`src/rtl/piso_pkg.sv`:
```
// Shared types and constants for the piso_tx parallel-in serial-out transmitter.
package piso_pkg;

  typedef enum logic [1:0] {
    IDLE  = 2'd0,
    SHIFT = 2'd1,
    PAR   = 2'd2
  } state_e;

  // Appended bit makes the total count of ones in the frame even.
  localparam logic PARITY_EVEN = 1'b0;

  function automatic int unsigned cnt_width(input int unsigned w);
    return (w > 1) ? $clog2(w) : 1;
  endfunction

endpackage

```
`src/rtl/piso_tx.sv`:
```
// Parallel-in serial-out transmitter: one WIDTH-bit word per handshake, one bit per clock.
// Define PISO_PARITY_EN to append an even-parity bit as the final frame cycle.
module piso_tx
  import piso_pkg::*;
#(
  parameter int unsigned WIDTH     = 4,
  parameter bit          MSB_FIRST = 1'b1
) (
  input  logic             clk,
  input  logic             rst,
  input  logic [WIDTH-1:0] data_in,
  input  logic             in_valid,
  output logic             in_ready,
  output logic             ser_out,
  output logic             ser_valid,
  output logic             ser_last,
  output logic             busy
);

  localparam int unsigned CW = cnt_width(WIDTH);

  state_e           state_q;
  logic [WIDTH-1:0] sh_q;
  logic [CW-1:0]    cnt_q;
  logic             ser_out_q;
  logic             ser_valid_q;
  logic             ser_last_q;
`ifdef PISO_PARITY_EN
  logic             par_q;
`endif

  logic             last_bit_c;
  logic             accept_c;
  logic             first_bit_c;
  logic             next_bit_c;
  logic [WIDTH-1:0] sh_shift_c;

  // The final frame cycle is where the next word may be taken without a gap.
`ifdef PISO_PARITY_EN
  assign last_bit_c = (state_q == PAR);
`else
  assign last_bit_c = (state_q == SHIFT) && (cnt_q == CW'(WIDTH - 1));
`endif

  assign in_ready    = (state_q == IDLE) || last_bit_c;
  assign accept_c    = in_valid && in_ready;
  assign first_bit_c = MSB_FIRST ? data_in[WIDTH-1] : data_in[0];
  assign next_bit_c  = MSB_FIRST ? sh_q[WIDTH-2] : sh_q[1];
  assign sh_shift_c  = MSB_FIRST ? {sh_q[WIDTH-2:0], 1'b0} : {1'b0, sh_q[WIDTH-1:1]};

  always_ff @(posedge clk or posedge rst) begin
    if (rst) begin
      state_q     <= IDLE;
      sh_q        <= '0;
      cnt_q       <= '0;
      ser_out_q   <= 1'b0;
      ser_valid_q <= 1'b0;
      ser_last_q  <= 1'b0;
`ifdef PISO_PARITY_EN
      par_q       <= 1'b0;
`endif
    end else if (accept_c) begin
      state_q     <= SHIFT;
      sh_q        <= data_in;
      cnt_q       <= '0;
      ser_out_q   <= first_bit_c;
      ser_valid_q <= 1'b1;
      ser_last_q  <= 1'b0;
`ifdef PISO_PARITY_EN
      par_q       <= (^data_in) ^ PARITY_EVEN;
`endif
    end else begin
      case (state_q)
        SHIFT: begin
          if (cnt_q == CW'(WIDTH - 1)) begin
`ifdef PISO_PARITY_EN
            state_q    <= PAR;
            ser_out_q  <= par_q;
            ser_last_q <= 1'b1;
`else
            state_q     <= IDLE;
            ser_out_q   <= 1'b0;
            ser_valid_q <= 1'b0;
            ser_last_q  <= 1'b0;
`endif
          end else begin
            cnt_q     <= cnt_q + CW'(1);
            sh_q      <= sh_shift_c;
            ser_out_q <= next_bit_c;
`ifdef PISO_PARITY_EN
            ser_last_q <= 1'b0;
`else
            ser_last_q <= (cnt_q == CW'(WIDTH - 2));
`endif
          end
        end
        PAR: begin
          state_q     <= IDLE;
          ser_out_q   <= 1'b0;
          ser_valid_q <= 1'b0;
          ser_last_q  <= 1'b0;
        end
        default: begin
          state_q     <= IDLE;
          ser_out_q   <= 1'b0;
          ser_valid_q <= 1'b0;
          ser_last_q  <= 1'b0;
        end
      endcase
    end
  end

  assign ser_out   = ser_out_q;
  assign ser_valid = ser_valid_q;
  assign ser_last  = ser_last_q;
  assign busy      = (state_q != IDLE);

endmodule

```
`config.mk`:
```
export PLATFORM = sky130hd
export DESIGN_NAME = piso_tx
export DESIGN_NICKNAME = d
export VERILOG_FILES = /design/src/rtl/piso_pkg.sv /design/src/rtl/piso_tx.sv
export SDC_FILE = /design/constraint.sdc
export NUM_CORES = 1
export LEC_CHECK = 0
export BUFFER_PORTS_ARGS = -buffer_cell sky130_fd_sc_hd__buf_4
export CAP_MARGIN = 20
export CORE_AREA = 2 2 39 41
export DETAILED_ROUTE_END_ITERATION = 10
export DIE_AREA = 0 0 41 43
export GPL_ROUTABILITY_DRIVEN = 0
export REMOVE_ABC_BUFFERS = 1
export SLEW_MARGIN = 20
export SYNTH_ARGS = -nofsm -noshare
export SYNTH_HDL_FRONTEND = slang
export SYNTH_SLANG_ARGS = --single-unit
```
`constraint.sdc`:
```
create_clock -name clk -period 1.6 [get_ports clk]
set_input_delay 0.24 -clock clk [delete_from_list [all_inputs] [get_ports clk]]
set_output_delay 0.24 -clock clk [all_outputs]
set_load 0.1 [all_outputs]
```
# Yosys cells after proc, flatten, opt, wreduce, memory -nomap -nowiden
# Cells that the tools add are included.
[totals]
ff_bits = 10
output_inout_bits = 5
elab_cells = 37
[classes]
add_sub_neg = 1
n_eq_ne = 5
n_mux = 18
reduce_logical = 7
[op_table]
columns = ["operator", "n"]
rows = [
  ["2-to-1 mux 2 bit", 6],
  ["2-to-1 mux 1 bit", 9],
  ["2-to-1 mux 3 bit", 3],
  ["equality test 2 bit, second input constant", 2],
  ["nonzero test 2 bit", 2],
  ["inequality test 3 x 2 -> 1 bit, second input constant", 1],
  ["adder 2 x 1 -> 2 bit, second input constant", 1],
  ["equality test 2 x 1 -> 1 bit, second input constant", 1],
  ["logical AND 1 bit", 2],
  ["zero test 2 bit", 1],
  ["inequality test 2 bit, second input constant", 1],
  ["AND reduction 2 bit", 1],
  ["logical OR 1 bit", 1],
]

# Depth between registers and ports, before layout
# Gate-level depths: netlist of run 1.
[logic_depth]
ltp_word = 6
mapped_depth = 4

# Worst setup path after synthesis of run 1
# OpenSTA, ideal clock, no wires.
[synth_path]
kind = "reg-to-reg"
from = "reg ser_valid (netlist name)"
to = "reg sh_q[1]"
setup_ns = 0.125
arrival_time_ns = 1.800
required_ns = 1.475
setup_slack_ns = -0.326
stages_incl_launch_ff = 4
n_path_buf = 1
path_cell_list = "dfrtp_1 > nand2b_1 > buf_2 > mux2_4"
[synth_rtl]
columns = ["item", "line_no", "rtl"]
rows = [
  ["to (signal assigned)", "piso_tx.sv:64", "sh_q <= data_in;"],
  ["to (signal assigned)", "piso_tx.sv:88", "sh_q <= sh_shift_c;"],
  ["to (decl)", "piso_tx.sv:23", "logic [WIDTH-1:0] sh_q;"],
]

# Worst setup path after layout of run 1
[layout_path]
from = "reg cnt_q[0]"
to = "out in_ready"
[layout_between]
elab_chain_cells = 3
[layout_rtl]
columns = ["item", "line_no", "rtl"]
rows = [
  ["from (decl)", "piso_tx.sv:24", "logic [CW-1:0] cnt_q;"],
  ["from (signal assigned)", "piso_tx.sv:87", "cnt_q <= cnt_q + CW'(1);"],
  ["equality test 2 bit", "piso_tx.sv:42", "assign last_bit_c = (state_q == SHIFT) && (cnt_q == CW'(WIDTH - 1));"],
  ["logical AND 1 bit", "piso_tx.sv:42", ""],
  ["logical OR 1 bit", "piso_tx.sv:45", "assign in_ready = (state_q == IDLE) || last_bit_c;"],
  ["to (decl)", "piso_tx.sv:13", "output logic in_ready,"],
]
# No other way between the ends.

==> results of run 1 <==
==> cells by family (layout without fill, tap and decap cells) <==
family	count (synthesis)	count (layout)
flops	8	8
simple gates	7	7
fa+ha+maj	2	2
buf+inv	6	19
compound gates	1	1
mux	8	8
==> Yosys cell counts <==
library cell  n
mux2_4        4
buf_6         1
nand2_1       2
nand2b_1      1
ha_1          2
and2_1        1
mux2i_1       3
nand2b_2      3
buf_4         1
buf_2         1
inv_1         3
dfrtp_1       8
mux2_2        1
a21oi_1       1
==> cell usage in the layout (no fill, tap or decap), drive strengths merged <==
cell,synthesis,routed
dlygate4sd3,0,1
clkbuf,0,3
dfrtp,8,8
mux2,5,5
inv,3,3
nand2,2,2
and2,1,1
mux2i,3,3
a21oi,1,1
buf,3,12
nand2b,4,4
ha,2,2
==> worst max-delay path: stages (launching register included) <==
cell      delay (ns)
dfrtp_1         0.41
ha_1            0.22
nand2b_4        0.18
buf_12          0.18
==> metrics by stage <==
| stage | hold slack, ns | TNS (ns) | utilization | instance area, µm² |
|---|---|---|---|---|
| 4_1_cts | 0.244 | 0 | 0.392 | 542 |
| 3_3_place_gp | 0.211 | 0 | 0.361 | 499 |
| 6_report | 0.249 | 0 | 0.399 | 552 |
| 2_1_floorplan | 0.0557 | -13.44 | - | 389 |
| 3_5_place_dp | 0.213 | 0 | 0.361 | 499 |
| 5_1_grt | 0.250 | 0 | 0.399 | 552 |
==> state kept, by name (all words and copies together) (netlist names) <==
signal and flops:
ser_last 1, ser_out 1, cnt_q 2, sh_q 3
ser_valid 1
==> area by class of cell <==
| cell class | count | area [µm²] | share of cell area |
|---|---|---|---|
| multi-input combinational | 18 | 185 | 0.336 |
| tap | 16 | 20.0 | 0.0363 |
| inverter | 3 | 11.3 | 0.0204 |
| sequential | 8 | 200 | 0.363 |
| clock buffer | 3 | 22.5 | 0.0408 |
| timing repair buffer | 13 | 113 | 0.204 |
==> per-layer routing <==
layer  track usage  vias up  part of all wire
met5             0        -                 0
met3        0.0785        0             0.047
met2         0.113        5              0.47
li1              -      128                 -
met1         0.123      116              0.48
met4        0.0600        0                 0
==> worst min path at each step <==
stage / to / slack [ns] / depth (start not counted)
floorplan: cnt_q[0] / 0.06 / 1
global placement: ser_last / 0.21 / 2
detailed placement: ser_out / 0.21 / 2
CTS: ser_last / 0.24 / 2
global route: ser_out / 0.25 / 3
finish: ser_last / 0.25 / 2
==> repair_timing <==
item | in CTS | in global routing
setup endpoints to repair | 1 | 1
resized for setup | 3 | 2
pin swaps | 0 | 0
buffers inserted | 0 | 0
endpoints found under the hold margin | 8 | 0
hold buffers | 1 | 0
==> run metrics, run 1 <==
status completed; TritonCTS Buffers 3; PortBufs 11; largest net degree at the start of global routing 9; crit share post-route 0.920; vias in the first global route 233; # DRC 0; first-pass GRT wire length 1040 µm; Req. time, crit path 1.36 ns; pins over their slew limit 0; post-synthesis simple-gate area fraction 0.112; reg2reg end sh_q[1]; Reg-to-Reg Start cnt_q[0]; Pre-antenna DRT Iters 2; grt ovf 0; Vias 249; TritonCTS clock tree done; Synth Area in XOR/XNOR 0; Chip Height 43 µm; Layout Cells excl Fill 61; worst reg-to-reg path cell count 3; clk slew on worst S/H paths 0.05 ns; H-tree depth 1; final worst path period need 1.47 ns; unrepaired setup endpoints after global routing false; I/O pin count 12; Fill cells 142; CTS root buf clkbuf_4; Syn Area/Cell 12.9 µm²; diode count 0; DPL Wire Length 471 µm; Synth Area in Compound Gates 0.0121; Yosys top cell area share 0.485; Core ar. 1380 µm²; CP Launch Type flip-flop; Die X 41 µm; Synth area leaders dfrtp_1 48%, mux2_4 15%, mux2i_1 7.3%, nand2b_2 6.4%, ha_1 6.1%; CP Capture Type output pin; Synth cell types 14; Setup crit end in_ready; layout cell share with drive strength beyond 1 0.533; Critical path origin cnt_q[0]; area leader, netlist dfrtp_1; part of the Yosys area used for sequential elements 0.485; Rows 14; Clk Latency, worst-skew pair 0.25 ns; initial core utilization 0.298; GRT Total Usage 0.0985; multiplexer share of the synthesized area 0.245; YS warnings 0; Critical Path AT 1.23 ns; initial antenna violation count 0; Adder-Cell Fraction of Synth Area 0.0606; Routed Antenna Nets 0; Synth Cell Area 413 µm²; type of the worst setup path flip-flop to output pin; DR iter-0 viols 2; Max Buffers Root-to-Sink 2; CP max FO 5; final setup margin 0.128 ns; Via density 4.08; worst relative slew slack 0.798; Area Growth Syn to Fin 33.6%; Final Hold Fails 0; Worst Tran Pin Value 0.303 ns; CTS Sinks 8; final setup fails 0; # placed instances 57; Gate Count Post-Synth 32; worst setup skew after layout 0.00491 ns; max_cap viols 0; Post-Place Worst Slack 0.230 ns; Hold Crit Start in_valid; Final #Nets 56; Hold Path Class primary input to flip-flop; total detailed-routing wirelength 632 µm; largest family of logic cells by synthesized area multiplexers; Avg WL per Cell 10.4 µm; Die ar. 1760 µm²; maximum clock frequency 679 MHz; R2R setup slack 0.38 ns; Seq cells post-synth 8
Power of run 1 is not shown: default switching activity piles up to over one toggle a cycle in this logic, so the estimate is an artifact.
==> run 2, diff against run 1 <==
CORE_AREA = 4 4 41 43   (was 2 2 39 41)
CTS_CLUSTER_DIAMETER = 120   (was default)
DIE_AREA = 0 0 45 47   (was 0 0 41 43)
clock period = 1.2 ns   (was 1.6 ns; I/O delays follow)
==> run metrics, run 2 (same netlist as run 1, synthesis figures left out) <==
largest net degree at the start of global routing 9; clk slew on worst S/H paths 0.05 ns; Clk Latency, worst-skew pair 0.25 ns; CTS Sinks 8; commonest non-fill, non-tap cell in the layout buf_4; Largest Register sh_q; Core ar. 1300 µm²; first-pass GRT wire length 1260 µm; Area Growth Syn to Fin 43.9%; diode count 0; Critical Path AT 1.16 ns; Hold Path Class primary input to flip-flop; Max Buffers Root-to-Sink 2; Routed Antenna Nets 0; Die ar. 2120 µm²; setup TNS -0.481 ns; initial core utilization 0.317; # DRC 0; commonest non-fill, non-tap cells in the layout 15 x buf_4, 8 x dfrtp_1, 4 x mux2_4; TritonCTS clock tree done; CTS root buf clkbuf_4; Final #Nets 61; GRT Total Usage 0.0877; final setup fails 6; Via density 4.20; H-tree depth 1; type of the worst setup path flip-flop to output pin; CP max FO 2; Worst Tran Pin Value 0.311 ns; Req. time, crit path 1.02 ns; vias in the first global route 287; max_cap viols 0; Pre-antenna DRT Iters 1; maximum clock frequency 748 MHz; pins over their slew limit 0; status finished, violations left; Largest regs sh_q x3, cnt_q x2; crit share post-route 1.11; Die X 45 µm; max reg flops 3; CP Capture Type output pin; Final Hold Fails 0; final setup margin -0.137 ns; final worst path period need 1.34 ns; Avg WL per Cell 12.3 µm; total detailed-routing wirelength 798 µm; layout cell share with drive strength beyond 1 0.600; worst setup skew after layout 0.00434 ns; DR iter-0 viols 0; initial antenna violation count 0; Vias 273; TritonCTS Buffers 3; Rows 13; PortBufs 11; grt ovf 0; CP Launch Type flip-flop; failing checks negative setup slack; Chip Height 47 µm; DPL Wire Length 539 µm; worst relative slew slack 0.792; I/O pin count 12; unrepaired setup endpoints after global routing true
## run 2: final timing paths
path                          start  depth (start not counted)       end  slack (ns)
setup / recovery           cnt_q[0]                          3  in_ready       -0.14
hold / removal             in_valid                          2  ser_last        0.18
setup reg to reg           cnt_q[0]                          4   sh_q[1]       -0.10
hold reg to reg             sh_q[1]                          1   sh_q[2]        0.52
max in group asynchronous       rst                          3  cnt_q[1]        0.53
min in group asynchronous       rst                          3   sh_q[2]        0.43
## run 2: area by class of cell
| cell class | count | area (µm²) |
|---|---|---|
| timing repair buffer | 18 | 154 |
| sequential | 8 | 200 |
| inverter | 3 | 11.3 |
| tap | 15 | 18.8 |
| multi-input combinational | 18 | 188 |
| fill | 125 | 707 |
| clock buffer | 3 | 22.5 |
## run 2: layer usage
metal	up-vias	GRT usage	share of wire
li1	137	-	-
met1	130	0.103	0.43
met2	6	0.133	0.52
met3	0	0.0383	0.053
met4	0	0.0526	0
met5	-	0	0
## run 2: critical path, stage by stage, from the launching register on
cell,delay [ns]
dfrtp_1,0.39
ha_2,0.20
nand2b_4,0.15
buf_12,0.17
## run 2: timing repair
action | 4_1_cts | 5_1_grt
gates resized for setup | 7 | 0
pin swaps | 0 | 0
setup endpoints to repair | 6 | 8
endpoints found under the hold margin | 8 | 0
buffers inserted | 1 | 2
hold buffers | 1 | 0
## run 2: stage by stage
stage | instance area [µm²] | hold slack (ns) | utilization | cells | setup WS, ns
6_report | 594 | 0.180 | 0.457 | 65 | -0.137
3_5_place_dp | 513 | 0.154 | 0.394 | 58 | -0.0651
4_1_cts | 579 | 0.171 | 0.445 | 63 | -0.128
2_1_floorplan | 389 | -0.00434 | - | 29 | -2.22
5_1_grt | 594 | 0.191 | 0.457 | 65 | -0.184
3_3_place_gp | 513 | 0.142 | 0.394 | 58 | -0.0405
Power of run 2 is left out for the same reason.
==> run 3, diff against run 2 <==
ABC_AREA = 1   (was default)
CELL_PAD_IN_SITES_DETAIL_PLACEMENT = 0   (was default)
CELL_PAD_IN_SITES_GLOBAL_PLACEMENT = 1   (was default)
PLACE_DENSITY_LB_ADDON = 0.1   (was default)
==> run metrics, run 3 <==
Largest regs sh_q x3, cnt_q x2; CTS root buf clkbuf_4; multiplexer share of the synthesized area 0; YS warnings 0; Syn Area/Cell 9.20 µm²; DR iter-0 viols 9; clk slew on worst S/H paths 0.06 ns; Via density 4.48; type of the worst setup path flip-flop to output pin; pins over their slew limit 0; Final Hold Fails 0; TritonCTS clock tree done; Crit path max-delay family flip-flops; status finished, violations left; Vias 318; slowest cell delay on critical path 0.39 ns; Max Buffers Root-to-Sink 2; Adder-Cell Fraction of Synth Area 0.0680; Critical Path AT 1.12 ns; CP cell instances ha_2 -> inv_2 -> nand2_4 -> buf_12; Hold Path Class primary input to flip-flop; max reg flops 3; final setup fails 3; H-tree depth 1; Rows 13; Synth cell types 13; final setup margin -0.102 ns; EDFF count, synth 0; Multi-input gate area 138 µm²; Pre-antenna DRT Iters 4; CP Capture Type output pin; max_cap viols 0; count leader, synth nand3_1; Main synth FF type dfrtp_1; Worst Tran Pin Value 0.328 ns; TritonCTS Buffers 3; Yosys top cell area share 0.544; initial antenna violation count 0; Core ar. 1300 µm²; first-pass GRT wire length 1220 µm; CP Launch Type flip-flop; largest family of logic cells by synthesized area simple AND/OR/NAND/NOR gates; Synth Area in Compound Gates 0.0408; grt ovf 0; Synth Area in XOR/XNOR 0; commonest cells in the netlist 10 x nand3_1, 8 x dfrtp_1, 8 x nand2_1, 4 x inv_1, 2 x ha_1; Fill cells 140; area leader, netlist dfrtp_1; final worst path period need 1.30 ns; worst path bufs/invs 2; failing checks negative setup slack; Post-Place Worst Slack 0.0160 ns; diode count 0; Die ar. 2120 µm²; final hold slack 0.146 ns; Avg WL per Cell 10.7 µm; Clk Latency, worst-skew pair 0.25 ns; unrepaired setup endpoints after global routing true; CP max FO 3; # DRC 0; Synth Cell Area 368 µm²; worst setup skew after layout 0.0103 ns; layout cell share with drive strength beyond 1 0.393; post-synthesis simple-gate area fraction 0.245; FF/Latch Area 201 µm²; Chip Height 47 µm; Final #Nets 67; Synth area leaders dfrtp_1 54%, nand3_1 14%, nand2_1 8.2%, ha_1 6.8%, inv_1 4.1%; PortBufs 11; Async SR Flop Fraction 1.00; largest net degree at the start of global routing 9; Die X 45 µm; commonest non-fill, non-tap cell in the layout buf_4; Seq cells post-synth 8; commonest non-fill, non-tap cells in the layout 12 x buf_4, 10 x nand3_1, 8 x nand2_1, 7 x dfrtp_1; DPL Wire Length 568 µm; CTS Sinks 8; Area Growth Syn to Fin 44.2%; initial core utilization 0.283; I/O pin count 12; Req. time, crit path 1.02 ns; total detailed-routing wirelength 763 µm; GRT Total Usage 0.0804; worst relative slew slack 0.781; maximum clock frequency 768 MHz; Routed Antenna Nets 0; part of the Yosys area used for sequential elements 0.544; crit share post-route 1.09; Largest Register sh_q; Gate Count Post-Synth 40; vias in the first global route 310; CP max-delay cell dfrtp_1
## run 3: metal layers
| metal | routed length (µm) | global-route usage |
|---|---|---|
| met4 | 0 | 0.0351 |
| met5 | 0 | 0 |
| met3 | 60 | 0.0268 |
| met2 | 357 | 0.133 |
| met1 | 344 | 0.0951 |
## run 3: cell families (layout without fill, tap and decap cells)
group | Yosys count | after routing
AO/OA/AOI/OAI | 3 | 3
adder cells (fa/ha/maj) | 2 | 2
AND/OR/NAND/NOR | 20 | 20
flip-flops | 8 | 8
buffers and inverters | 7 | 23
## run 3: layout make-up
cell class                 instances  area share
clock buffer                       3      0.0425
inverter                           5      0.0354
multi-input combinational         25       0.259
sequential                         8       0.380
tap                               15      0.0354
timing repair buffer              15       0.248
## run 3: worst paths after layout
kind,slack [ns],endpoint,cells after the start,from
min reg2reg,0.49,ser_out,2,sh_q[2]
max,-0.10,in_ready,4,cnt_q[1]
min,0.15,ser_last,2,in_valid
max in group asynchronous,0.50,ser_valid,3,rst
min in group asynchronous,0.44,ser_last,3,rst
max reg2reg,-0.05,sh_q[2],7,cnt_q[1]
## run 3: what timing repair did
item	CTS	global route
hold buffers	1	0
endpoints found under the hold margin	8	0
gates resized for setup	6	3
setup buffers	1	0
setup endpoints to repair	1	7
gates cloned	0	0
## run 3: metrics by stage
| stage | utilization | TNS [ns] | instances | instance area (µm²) |
|---|---|---|---|---|
| after floorplan | - | -14.94 | 38 | 349 |
| after global placement | 0.358 | 0 | 66 | 465 |
| after detailed placement | 0.358 | 0 | 66 | 465 |
| after CTS | 0.404 | -0.220 | 71 | 526 |
| after global routing | 0.408 | -0.305 | 71 | 531 |
| final | 0.408 | -0.185 | 71 | 531 |
Power of run 3 is left out for the same reason.
